File: src/rtl/m68k_bus_initiator.sv
// 68000-style bus master: runs one asynchronous bus cycle (S0-S7) per request.
// It waits on DTACK and reports completion, bus error, timeout or illegal byte enables.
module m68k_bus_initiator #(
    parameter int TIMEOUT = 255,
    parameter int TOW     = 8
) (
    input  logic        CLK,
    input  logic        RST,
    input  logic        req,
    input  logic        req_rw,
    input  logic [22:0] req_addr,
    input  logic [1:0]  req_be,
    input  logic [15:0] req_wdata,
    output logic        busy,
    output logic        done,
    output logic        err,
    output logic [15:0] rdata,
    output logic [22:0] A_o,
    output logic        addr_oe,
    input  logic [15:0] D_i,
    output logic [15:0] D_o,
    output logic        D_oe,
    output logic        _AS,
    output logic        _UDS,
    output logic        _LDS,
    output logic        RW,
    input  logic        _DTACK,
    input  logic        _BERR
);

    typedef enum logic [3:0] {IDLE, S0, S1, S2, S3, S4, S5, S6, S7} state_t;

    state_t         state, nxt_state;
    logic [TOW-1:0] wait_cnt, nxt_cnt;
    logic           abort, nxt_abort;
    logic           rw_q, nxt_rw;
    logic [1:0]     be_q, nxt_be;
    logic [22:0]    nxt_addr;
    logic [15:0]    nxt_wdata, nxt_rdata;
    logic           dtack_s, berr_s;
    logic           live, strobe_win;
    logic           nxt_busy, nxt_done, nxt_err, nxt_addr_oe, nxt_d_oe;
    logic           nxt_as, nxt_uds, nxt_lds, nxt_rw_pin;

    // Next-state logic; bus outputs are decoded from the next state so that every
    // pin comes straight off a flop and cannot glitch.
    always_comb begin
        nxt_state = state;
        nxt_cnt   = wait_cnt;
        nxt_abort = abort;
        nxt_rw    = rw_q;
        nxt_be    = be_q;
        nxt_addr  = A_o;
        nxt_wdata = D_o;
        nxt_rdata = rdata;

        case (state)
            IDLE: begin
                if (req) begin
                    nxt_be    = req_be;
                    nxt_abort = (req_be == 2'b00);
                    nxt_cnt   = '0;
                    if (req_be != 2'b00) begin
                        nxt_rw    = req_rw;
                        nxt_addr  = req_addr;
                        nxt_wdata = req_wdata;
                        nxt_state = S0;
                    end else begin
                        nxt_state = S7;
                    end
                end
            end
            S0: nxt_state = S1;
            S1: nxt_state = S2;
            S2: nxt_state = S3;
            S3: nxt_state = S4;
            // A timeout drains through S5/S6 so its done lands where an acknowledge
            // after TIMEOUT wait states would have put it.
            S4: begin
                if (!berr_s) begin
                    nxt_state = S7;
                    nxt_abort = 1'b1;
                end else if (!dtack_s) begin
                    nxt_state = S5;
                end else if (wait_cnt == TOW'(TIMEOUT)) begin
                    nxt_state = S5;
                    nxt_abort = 1'b1;
                end else begin
                    nxt_cnt = wait_cnt + 1'b1;
                end
            end
            S5: nxt_state = S6;
            S6: begin
                nxt_state = S7;
                if (rw_q && !abort) begin
                    nxt_rdata = D_i;
                end
            end
            S7:      nxt_state = IDLE;
            default: nxt_state = IDLE;
        endcase

        live        = (nxt_state != IDLE) && (nxt_be != 2'b00);
        strobe_win  = nxt_rw ? (nxt_state inside {S2, S3, S4, S5, S6})
                             : (nxt_state inside {S4, S5, S6});
        nxt_busy    = (nxt_state != IDLE);
        nxt_done    = (nxt_state == S7);
        nxt_err     = (nxt_state == S7) && nxt_abort;
        nxt_addr_oe = live;
        nxt_rw_pin  = live ? nxt_rw : 1'b1;
        nxt_as      = !(live && (nxt_state inside {S2, S3, S4, S5, S6}));
        nxt_uds     = !(live && strobe_win && nxt_be[1]);
        nxt_lds     = !(live && strobe_win && nxt_be[0]);
        nxt_d_oe    = live && !nxt_rw && (nxt_state inside {S3, S4, S5, S6, S7});
    end

    always_ff @(posedge CLK or posedge RST) begin
        if (RST) begin
            state    <= IDLE;
            wait_cnt <= '0;
            abort    <= 1'b0;
            rw_q     <= 1'b1;
            be_q     <= 2'b00;
            dtack_s  <= 1'b1;
            berr_s   <= 1'b1;
            A_o      <= '0;
            D_o      <= '0;
            rdata    <= '0;
            busy     <= 1'b0;
            done     <= 1'b0;
            err      <= 1'b0;
            addr_oe  <= 1'b0;
            D_oe     <= 1'b0;
            _AS      <= 1'b1;
            _UDS     <= 1'b1;
            _LDS     <= 1'b1;
            RW       <= 1'b1;
        end else begin
            state    <= nxt_state;
            wait_cnt <= nxt_cnt;
            abort    <= nxt_abort;
            rw_q     <= nxt_rw;
            be_q     <= nxt_be;
            dtack_s  <= _DTACK;
            berr_s   <= _BERR;
            A_o      <= nxt_addr;
            D_o      <= nxt_wdata;
            rdata    <= nxt_rdata;
            busy     <= nxt_busy;
            done     <= nxt_done;
            err      <= nxt_err;
            addr_oe  <= nxt_addr_oe;
            D_oe     <= nxt_d_oe;
            _AS      <= nxt_as;
            _UDS     <= nxt_uds;
            _LDS     <= nxt_lds;
            RW       <= nxt_rw_pin;
        end
    end

endmodule

File: config.mk
export PLATFORM = sky130hd
export DESIGN_NAME = m68k_bus_initiator
export DESIGN_NICKNAME = d
export VERILOG_FILES = /design/src/rtl/m68k_bus_initiator.sv
export SDC_FILE = /design/constraint.sdc
export NUM_CORES = 1
export LEC_CHECK = 0
export ABC_AREA = 1
export ABC_CLOCK_PERIOD_IN_PS = 2880
export CAP_MARGIN = 30
export CORE_MARGIN = 2
export CORE_UTILIZATION = 31
export CTS_CLUSTER_SIZE = 28
export DETAILED_ROUTE_END_ITERATION = 7
export PLACE_DENSITY = 0.61
export SETUP_SLACK_MARGIN = 0.5
export SYNTH_ARGS = -nofsm -noshare
export SYNTH_HDL_FRONTEND = slang
export SYNTH_SLANG_ARGS = --single-unit
File: constraint.sdc
create_clock -name CLK -period 2.88 [get_ports CLK]
set_input_delay 0.864 -clock CLK [delete_from_list [all_inputs] [get_ports CLK]]
set_output_delay 0.864 -clock CLK [all_outputs]
set_load 0.01 [all_outputs]
After elaboration in Yosys (flattened, before gate mapping)
Cells that the tools add are included.
Storage, ports and cells
  bits in registers: 82
  bits of input ports: 63
  logic and storage cells: 87
Cells by class
  add/sub/neg operators: 1
  equality and inequality tests: 18
  muxes and demuxes: 23
  reduce and logical (&&, ||, !) cells: 26
Operators with widths (number)
  == test 4 x 3 -> 1 bit, second input constant: 8
  2-to-1 mux 8 bit: 4
  one-hot mux 4 bit (8 select lines): 1
  2-to-1 mux 4 bit: 5
  one-hot mux 8 bit (2 select lines): 1
  == test 4 x 2 -> 1 bit, second input constant: 3
  nonzero test 5 bit: 2
  logical AND 1 bit: 9
  2-to-1 mux 1 bit: 9
  adder 8 x 1 -> 8 bit, second input constant: 1
  == test 8 bit, second input constant: 1
  inequality test 2 bit, second input constant: 4
  nonzero test 2 bit: 3
  logical NOT 1 bit: 5
  AND reduction 5 bit: 1
  == test 4 x 1 -> 1 bit, second input constant: 1
  == test 4 bit, second input constant: 1
  logical NOT 4 bit: 1
  2-to-1 mux 2 bit: 2
  nonzero test 4 bit: 1
  AND reduction 3 bit: 1
  nonzero test 3 bit: 1
  logical NOT 2 bit: 1
  one-hot mux 1 bit (2 select lines): 1
  AND reduction 2 bit: 1

Logic depth before layout (Yosys ltp)
Gate-level depths: netlist of run 1.
  depth after elaboration: 11
  depth in mapped cells: 12

Worst setup path before layout of run 1
OpenSTA, ideal clock, no wires.
  path type: input -> register
  start point: input req_be[0]
  end point: register A_o[0]
  setup time: 117 ps
  arrival: 1646 ps
  required time: 2763 ps
  slack: 1117 ps
  stages on the path: 9
  buffers on the path: 2
  cell sequence: inv_1 -> nand2_1 -> nand2_1 -> nor2_2 -> inv_1 -> buf_2 -> buf_2 -> nand2_1 -> nand2_1
On the way
  longest elaborated chain between the ends: 2
Ends and longest elaborated chain
  start, declared: line 12  | input logic [1:0] req_be,
  nonzero test 2 bit: line 63  | if (req_be != 2'b00) begin
  AND reduction 3 bit (no source line)
  end signal, assigned: line 146  | A_o <= nxt_addr;
  end, declared: line 18  | output logic [22:0] A_o,
Every way passes these cells.
A chain may end at the register's enable or synchronous reset.

Worst setup path in the final report of run 1
  start point: register RW
  end point: output RW
RTL lines
  start, declared: line 26  | output logic RW,
  start signal, assigned: line 157  | RW <= nxt_rw_pin;
No word-level cell between the ends.

==> impl_results.md, run 1 <==
* Outcome: finished clean
* Synthesized netlist net count at 421
* Hold_sp: A_o[0]
* Hold Buf Count CTS at 0
* Final wirelength at 8400 um
* Mapped cell area at 0.00345 mm2
* Slew @ Worst Pin at 358 ps
* Number of antenna diodes at 0
* Cell count after synthesis at 357
* Slowest-stage cell, CP: clkdlybuf4s50_1
* FF+latch count, synth at 82
* Vias per cell at 4.35
* Fin. max-slew vios at 0
* Worst setup EP type: output pin
* Ranking of synthesized cells by area: dfrtp_1 54%, nand2_1 18%, dfstp_2 5.3%
* I/O pins at 127
* Final period util at 79.7%
* Number of setup buffers added after CTS at 0
* Worst hold path class: reg2reg
* Rel. slew slack at 76.2%
* RSZ-0062 raised after global routing: false
* DR iter-0 viols at 185
* DP Wirelength at 6230 um
* Residual DRC count at 0
* Initial Utilization at 31.8%
* CTS tree: done
* Worst-Skew Late Latency at 350 ps
* Worst Hold Endpoint: A_o[0]
* Post-route ant nets at 0
* Maximum vdd drop at 0.382 mV
* Worst-path maximum fanout at 1
* Clk root buf: clkbuf_8
* Worst path top cell family by delay: buffers and inverters
* Startpoint type of the worst setup path: register
* Reg-to-Reg End: wait_cnt[3]
* Post-cts resize count at 0
* Worst Hold Depth at 2
* Max-cap violations at 0
* H-tree depth at 3
* Synthesis Warnings at 0
* Final Critical Period at 2290 ps
* Worst Setup Path Type: reg2out
* Die area at 0.0120 mm2
* DR WL/cell at 13.2 um
* Most frequent cells in the layout: 164 x nand2_1, 126 x clkdlybuf4s50_1, 75 x dfrtp_1
* Die height at 109 um
* First-pass GRT wire length at 13400 um
* Power per Cell Area at 988 mW/mm2
* R2R setup slack at 1170 ps
* Largest net degree at the start of global routing at 59
* Synthesis-to-finish area growth at 48.8%
* Average size of a mapped cell at 9.66 um2
* Req. time, crit path at 2020 ps
* FILL cells at 1044
* Distinct cells, synth at 29
* NumNets Final at 554
* Synth area leader: dfrtp_1
* Top-area cell type share of the netlist area at 54.4%
* Grt ovf at 0
* Pleak at 0.00246 uW
* Most common cell after layout, fill and taps aside: nand2_1
* Vias in the first global route at 2846
* Final Hold Viols at 0
* Worst path max stage delay at 560 ps
* Setup Total Neg Slack at 0 ps
* Clock Path Buffers at 2
* CTS clk-pin slew, worst paths at 80 ps
* Worst Reg-to-Reg Cells at 7
* Antenna violations before repair at 0
* Final setup viols at 0
* CP Cell Sequence: clkdlybuf4s50_1
* Peak Freq at 436 MHz
* Port Buf Inserts at 126
* Layout cells sized above 1 at 12.7%
* Number of buffers created by CTS at 9
* Critical path depth in cells at 1
* Die X at 109 um
* Fin util at 47.3%
* Reg2reg start: state[1]
* Total GRT Usage at 14.4%
* Final clock skew at 6.46 ps
* WP buf/inv at 1
* Row count at 38
* CP arrival at 1430 ps
* Vias at 2761
* Drt pass-1 iters at 4
* Core area at 0.0108 mm2
* Seq/Total Area, Yosys at 59.7%
* Final Wtd Congestion at 0.773
* Clock tree sinks at 82
[worst max-delay path by stage]
stage,start,endpoint
5_1_grt,_LDS,_LDS
4_1_cts,RW,RW
2_1_floorplan,RST,A_o[0]
6_report,RW,RW
3_5_place_dp,req_be[0],A_o[14]
3_3_place_gp,req_be[0],A_o[20]
[flip-flops by register name (all words and copies together), names as in the netlist, 2 cells and up]
register  flops
wait_cnt      8
rdata        16
be_q          2
D_o          16
A_o          23
state         4
[report_power, final]
group | leakage (uW) | switching [uW] | total [uW] | internal, uW
clock network | 0.000120 | 408 | 972 | 563
registers | 0.00101 | 273 | 1920 | 1640
logic | 0.00133 | 1020 | 2180 | 1160
total | 0.00246 | 1710 | 5070 | 3370
[final cells by class]
type	instances	area (um2)	area share, %
clock buffers	13	169	3.29
well taps	140	175	3.41
repair buffers	132	1320	25.7
multi-input cells	242	1250	24.4
clock inverters	3	68.8	1.34
flip-flops and latches	82	2060	40.2
inverters	23	90.1	1.76
[routing by layer]
metal / vias to the layer above / track usage [%] / part of all wire (%)
li1: 1386 / - / -
met1: 1275 / 18.2 / 45
met2: 90 / 22.9 / 45
met3: 10 / 4.56 / 7.9
met4: 0 / 5.79 / 1.3
met5: - / 0 / 0
[cells in the mapped netlist, drive strengths merged]
master	instances
o2111ai	1
o21ai	5
nor2	18
and2	1
o211ai	2
nand3b	2
ha	1
nor3	4
mux2	16
clkbuf	4
buf	6
and3	1
inv	23
nand3	12
a21oi	3
dfstp	7
nand4	8
nand2	166
xor2	2
dfrtp	75
[cell families (layout without fill, tap and decap cells)]
group / count (synthesis) / in the layout / share of synthesized area, %
compound gates: 11 / 11 / 1.96
xor+xnor: 2 / 2 / 0.508
fa+ha+maj: 1 / 1 / 0.363
buf+inv: 33 / 171 / 4.17
flops: 82 / 82 / 59.7
mux: 16 / 16 / 6.31
simple gates: 212 / 212 / 26.9
[stage by stage]
step | total power, uW | cells | setup WS, ps | cell area (um2) | hold slack, ps
after floorplan | 2980 | 357 | 1080 | 3450 | 463
after global placement | 4110 | 619 | 467 | 4890 | 453
after detailed placement | 4150 | 619 | 413 | 4890 | 461
after CTS | 5150 | 635 | 561 | 5130 | 480
after global routing | 5440 | 635 | 544 | 5130 | 499
final | 5070 | 635 | 586 | 5130 | 477
No activity file was read; power rests on OpenSTA's default activity.
==> inputs of run 2 (changes only) <==
--- a/config.mk
+++ b/config.mk
@@ -6,13 +6,13 @@
 export NUM_CORES = 1
 export LEC_CHECK = 0
 export ABC_AREA = 1
-export ABC_CLOCK_PERIOD_IN_PS = 2880
+export ABC_CLOCK_PERIOD_IN_PS = 2230
 export CAP_MARGIN = 30
 export CORE_MARGIN = 2
 export CORE_UTILIZATION = 31
 export CTS_CLUSTER_SIZE = 28
 export DETAILED_ROUTE_END_ITERATION = 7
-export PLACE_DENSITY = 0.61
+export PLACE_DENSITY = 0.58
 export SETUP_SLACK_MARGIN = 0.5
 export SYNTH_ARGS = -nofsm -noshare
 export SYNTH_HDL_FRONTEND = slang
==> constraint.sdc (replaced) <==
create_clock -name CLK -period 2.23 [get_ports CLK]
set_input_delay 0.669 -clock CLK [delete_from_list [all_inputs] [get_ports CLK]]
set_output_delay 0.669 -clock CLK [all_outputs]
set_load 0.01 [all_outputs]
==> impl_results.md, run 2 (synthesis gave the netlist of run 1 again) <==
* Outcome: finished clean
* Worst path max stage delay at 380 ps (-180 ps)
* Final wirelength at 8430 um (+0.36%)
* Final clock skew at 7.93 ps (+1.47 ps)
* Die X at 109 um (unchanged)
* Total GRT Usage at 14.4% (+0.032 points)
* Startpoint type of the worst setup path: register
* Power share of the sequential group at 38.2% (+0.4 points)
* Busiest grt layer: met2
* Clk root buf: clkbuf_8
* Vias at 2795 (+1.2%)
* Worst Setup Path Type: reg2out
* Maximum vdd drop at 0.465 mV (+22%)
* Sw Ratio at 34.6% (+0.99 points)
* Part of the power in the clock network at 21.6% (+2.4 points)
* Worst setup EP type: output pin
* Die area at 0.0120 mm2 (unchanged)
* CP Cell Sequence: dlygate4sd2_1
* Number of buffers created by CTS at 9 (unchanged)
* Placed cell count at 621 (+0.32%)
* Initial Utilization at 31.8% (unchanged)
* Row count at 38 (unchanged)
* Pleak at 0.00262 uW (+6.4%)
* DR iter-0 viols at 211 (+14%)
* Final period util at 75.6%
* Final Wtd Congestion at 0.755 (-2.3%)
* R2R setup slack at 640 ps (-530 ps)
* Residual DRC count at 0 (unchanged)
* Vias per cell at 4.36 (+0.28%)
* Worst-Skew Late Latency at 350 ps (about the same)
* Hold Buf Count CTS at 0 (unchanged)
* Most common cell after layout, fill and taps aside: nand2_1
* Port Buf Inserts at 126 (unchanged)
* Drt pass-1 iters at 4 (unchanged)
* Max-cap violations at 0 (unchanged)
* Logic pwr share at 40.2% (-2.9 points)
* Req. time, crit path at 1560 ps (-460 ps)
* Cell Count, Final, Fillers Out at 641 (+0.94%)
* Met1 Track Usage GR at 19.9% (+1.6 points)
* Setup Total Neg Slack at 0 ps (unchanged)
* RSZ-0062 raised after global routing: false
* Power per Cell Area at 1240 mW/mm2 (+26%)
* Layout cells sized above 1 at 15.6% (+2.8 points)
* CP arrival at 1020 ps (-410 ps)
* Largest net degree at the start of global routing at 83 (+41%)
* Met3 Track Usage GR at 3.62% (-0.95 points)
* Worst path top cell family by delay: flip-flops
* Final setup viols at 0 (unchanged)
* Die height at 109 um (unchanged)
* Clock tree sinks at 82 (unchanged)
* Most frequent cells in the layout: 164 x nand2_1, 74 x dfrtp_1, 59 x clkdlybuf4s50_1
* H-tree depth at 3 (unchanged)
* First-pass GRT wire length at 13400 um (+0.10%)
* Switching power at 2220 uW (+30%)
* Rel. slew slack at 70.1% (-6.1 points)
* Vias in the first global route at 2763 (-2.9%)
* Largest Register: A_o
* CTS clk-pin slew, worst paths at 80 ps (about the same)
* DP Wirelength at 5990 um (-3.7%)
* Slowest-stage cell, CP: dfrtp_1
* Slew @ Worst Pin at 449 ps (+91.6 ps)
* Fin. max-slew vios at 0 (unchanged)
* Final Hold Viols at 0 (unchanged)
* NumNets Final at 560 (+1.1%)
* DR WL/cell at 13.1 um (-0.58%)
* WP buf/inv at 1 (unchanged)
* Antenna violations before repair at 0 (unchanged)
* Largest register FFs at 23 (unchanged)
* Worst-path maximum fanout at 2 (+1)
* Peak Freq at 593 MHz
* Grt ovf at 0 (unchanged)
* Clock Path Buffers at 2 (unchanged)
* Synthesis-to-finish area growth at 50.1%
* CTS tree: done
* I/O pins at 127 (unchanged)
* Pint at 4200 uW (+25%)
* Worst hold path class: reg2reg
* Post-route ant nets at 0 (unchanged)
* Number of antenna diodes at 0 (unchanged)
* Core area at 0.0108 mm2 (unchanged)
* Met2 GRT Util at 21.5% (-1.4 points)
* Final Critical Period at 1690 ps
* Regs by FF count: A_o: 23 flops, D_o: 16 flops, rdata: 16 flops
run 2: worst paths after layout:
check	start	cells past startpoint	to
max in group asynchronous	RST	3	berr_s
setup reg to reg	state[0]	4	rdata[0]
hold reg to reg	A_o[20]	2	A_o[20]
hold / removal	A_o[20]	2	A_o[20]
min in group asynchronous	RST	3	A_o[19]
setup / recovery	D_o[11]	1	D_o[11]
run 2: power by group through the flow:
stage | registers (uW) | logic (uW) | clock network, uW
finish | 2450 | 2580 | 1390
global route | 2530 | 2890 | 1510
CTS | 2440 | 2550 | 1440
detailed placement | 2490 | 2900 | 0
global placement | 2470 | 2870 | 0
floorplan | 2710 | 1140 | 0
run 2: area by class of cell:
type	count	area [um2]
clock buffer	9	124
clock inverter	7	141
fill	1048	5660
inverter	23	90.1
multi-input combinational	242	1260
sequential	82	2060
tap	140	175
timing repair buffer	138	1320
run 2: metrics by stage:
stage                     power (uW)  utilization (%)  worst slack (ps)  hold WS, ps  area [um2]
after floorplan                 3850                -               629          463        3450
final                           6430             47.8               543          467        5180
after global routing            6930             47.8               486          495        5180
after global placement          5340             45.4              98.9          453        4920
after detailed placement        5400             45.4              94.7          458        4920
after CTS                       6430             47.1               372          473        5100
run 2: layer usage:
metal	vias up	part of all wire, %
li1	1402	-
met1	1290	48
met2	93	43
met3	10	7.9
met4	0	1.6
met5	-	0
run 2: repair_timing:
item	CTS	global route
setup buffers	0	4
endpoints found under the setup margin	66	94
gates resized for setup	75	36
pin swaps	0	3
cloned	0	0
==> inputs of run 3 (changes only) <==
--- a/config.mk
+++ b/config.mk
@@ -6,13 +6,13 @@
 export NUM_CORES = 1
 export LEC_CHECK = 0
 export ABC_AREA = 1
-export ABC_CLOCK_PERIOD_IN_PS = 2230
+export ABC_CLOCK_PERIOD_IN_PS = 1500
 export CAP_MARGIN = 30
 export CORE_MARGIN = 2
 export CORE_UTILIZATION = 31
 export CTS_CLUSTER_SIZE = 28
 export DETAILED_ROUTE_END_ITERATION = 7
-export PLACE_DENSITY = 0.58
+export PLACE_DENSITY = 0.61
 export SETUP_SLACK_MARGIN = 0.5
 export SYNTH_ARGS = -nofsm -noshare
 export SYNTH_HDL_FRONTEND = slang
==> constraint.sdc (replaced) <==
create_clock -name CLK -period 1.5 [get_ports CLK]
set_input_delay 0.45 -clock CLK [delete_from_list [all_inputs] [get_ports CLK]]
set_output_delay 0.45 -clock CLK [all_outputs]
set_load 0.01 [all_outputs]
==> impl_results.md, run 3 (synthesis gave the netlist of run 1 again) <==
* Regs by FF count: A_o: 23 flops, D_o: 16 flops, rdata: 16 flops
* Antenna violations before repair at 0 (unchanged)
* Total Power at 10500 uW (+64%)
* Worst hold path class: reg2reg
* Synthesis-to-finish area growth at 62.6%
* Number of antenna diodes at 0 (unchanged)
* Row count at 38 (unchanged)
* Design area at 0.00561 mm2 (+8.3%)
* Die X at 109 um (unchanged)
* Placed cell count at 638 (+2.7%)
* DR iter-0 viols at 141 (-33%)
* Setup ws final at -33.1 ps (-577 ps)
* Port Buf Inserts at 126 (unchanged)
* Rel. slew slack at 76.1% (+6.1 points)
* CTS clk-pin slew, worst paths at 80 ps (about the same)
* Fin. max-slew vios at 0 (unchanged)
* Post-route ant nets at 0 (unchanged)
* Vias at 3023 (+8.2%)
* Final Critical Period at 1530 ps
* RSZ-0062 raised after global routing: true
* Slew @ Worst Pin at 358 ps (-91.4 ps)
* Worst path max stage delay at 420 ps (+40 ps)
* Power per Cell Area at 1880 mW/mm2 (+52%)
* DP Wirelength at 6570 um (+9.7%)
* Hold_ws at 475 ps (+7.56 ps)
* Slowest-stage cell, CP: dfrtp_1
* Startpoint type of the worst setup path: register
* Vias per cell at 4.39 (+0.77%)
* Die height at 109 um (unchanged)
* Clock tree sinks at 82 (unchanged)
* Largest register FFs at 23 (unchanged)
* H-tree depth at 3 (unchanged)
* Peak Freq at 652 MHz
* Worst-path maximum fanout at 6 (+4)
* CP Cell Sequence: buf_12, nor2_4, nand3_4, inv_2, nand2_2, nand4_1, nand3_2, nor2_1
* Area after DPL at 0.00514 mm2 (+4.4%)
* Worst Setup Path Type: reg2reg
* Final clock skew at 6.52 ps (-1.41 ps)
* Largest net degree at the start of global routing at 35 (-58%)
* Failing checks: setup timing
* Setup Total Neg Slack at -136 ps (-136 ps)
* Clock Path Buffers at 2 (unchanged)
* Outcome: complete, but fails checks
* Pleak at 0.00287 uW (+9.4%)
* Max-cap violations at 0 (unchanged)
* NumNets Final at 607 (+8.4%)
* First-pass GRT wire length at 13900 um (+4.1%)
* Worst setup EP type: register
* CP arrival at 1820 ps (+800 ps)
* Number of buffers created by CTS at 9 (unchanged)
* Grt ovf at 0 (unchanged)
* I/O pins at 127 (unchanged)
* Worst-Skew Late Latency at 350 ps (about the same)
* Final wirelength at 9380 um (+11%)
* Layout cells sized above 1 at 38.9% (+23 points)
* Most common cell after layout, fill and taps aside: nand2_1
* Core area at 0.0108 mm2 (unchanged)
* FILL cells at 1026 (-2.1%)
* Clk root buf: clkbuf_8
* Drt pass-1 iters at 4 (unchanged)
* Maximum vdd drop at 0.851 mV (+83%)
* Cell Count, Final, Fillers Out at 688 (+7.3%)
* Final setup viols at 12 (+12)
* Vias in the first global route at 2884 (+4.4%)
* CTS tree: done
* Final Hold Viols at 0 (unchanged)
* Final period util at 102%
* Initial Utilization at 31.8% (unchanged)
* Final Wtd Congestion at 0.794 (+5.1%)
* Total GRT Usage at 15.3% (+0.82 points)
* Most frequent cells in the layout: 144 x nand2_1, 74 x dfrtp_1, 62 x clkdlybuf4s50_1
* DR WL/cell at 13.6 um (+3.7%)
* Largest Register: A_o
* Residual DRC count at 0 (unchanged)
* Die area at 0.0120 mm2 (unchanged)
* Req. time, crit path at 1780 ps (+220 ps)
run 3: cell count changes in the layout (fill, tap and decap cells not counted), sizes merged:
cell / change
buf: +108
dlygate4sd2: -32
clkdlybuf4s15: -28
clkdlybuf4s50: +3
dlymetal6s2s: -3
bufinv: -2
clkinv: -1
clkinvlp: +1
inv: +1
run 3: through the flow:
stage | worst slack, ps | util (%)
final | -33.1 | 51.7
after global routing | -111 | 51.7
after CTS | -16.7 | 49.1
after detailed placement | -376 | 47.4
after global placement | -369 | 47.4
after floorplan | 67.2 | -
run 3: layout make-up:
type	count	area [um2]	share of cell area, %
flip-flops and latches	82	2060	36.8
well taps	140	175	3.12
clock inverters	6	88.8	1.58
clock buffers	10	138	2.45
multi-input cells	242	1390	24.8
inverters	23	90.1	1.61
repair buffers	185	1660	29.6
run 3: final timing paths:
kind | from | endpoint | slack, ps | cells past startpoint
setup reg to reg | state[1] | D_oe | -30 | 8
hold reg to reg | A_o[5] | A_o[5] | 470 | 2
setup / recovery | state[1] | D_oe | -30 | 8
hold / removal | A_o[5] | A_o[5] | 470 | 2
max in group asynchronous | RST | A_o[15] | 650 | 3
min in group asynchronous | RST | rdata[9] | 500 | 3
run 3: power breakdown:
part	switching, uW	total (uW)	internal (uW)
clock	792	1780	985
sequential	564	3720	3160
combinational	2400	5040	2650
run 3: layer usage:
layer / up-vias / global-route usage (%) / part of all wire [%] / wire (um)
met5: - / 0 / 0 / 0
met4: 0 / 5.97 / 1.2 / 114
met3: 8 / 4.45 / 7.6 / 714
met2: 92 / 24.1 / 47 / 4380
met1: 1437 / 19.8 / 44 / 4160
li1: 1486 / - / - / -
run 3: timing repair:
action | 4_1_cts | 5_1_grt
resized for setup | 295 | 27
pin swaps | 11 | 3
gates cloned | 0 | 0
setup buffers | 15 | 19
setup endpoints to repair | 144 | 144
hold buffers | 0 | 0
run 3: critical path: cells and delay by family, from the launching register on:
family	cells	cell delay [ps]
and+or+nand+nor	6	770
DFF	1	420
buffers and inverters	2	260
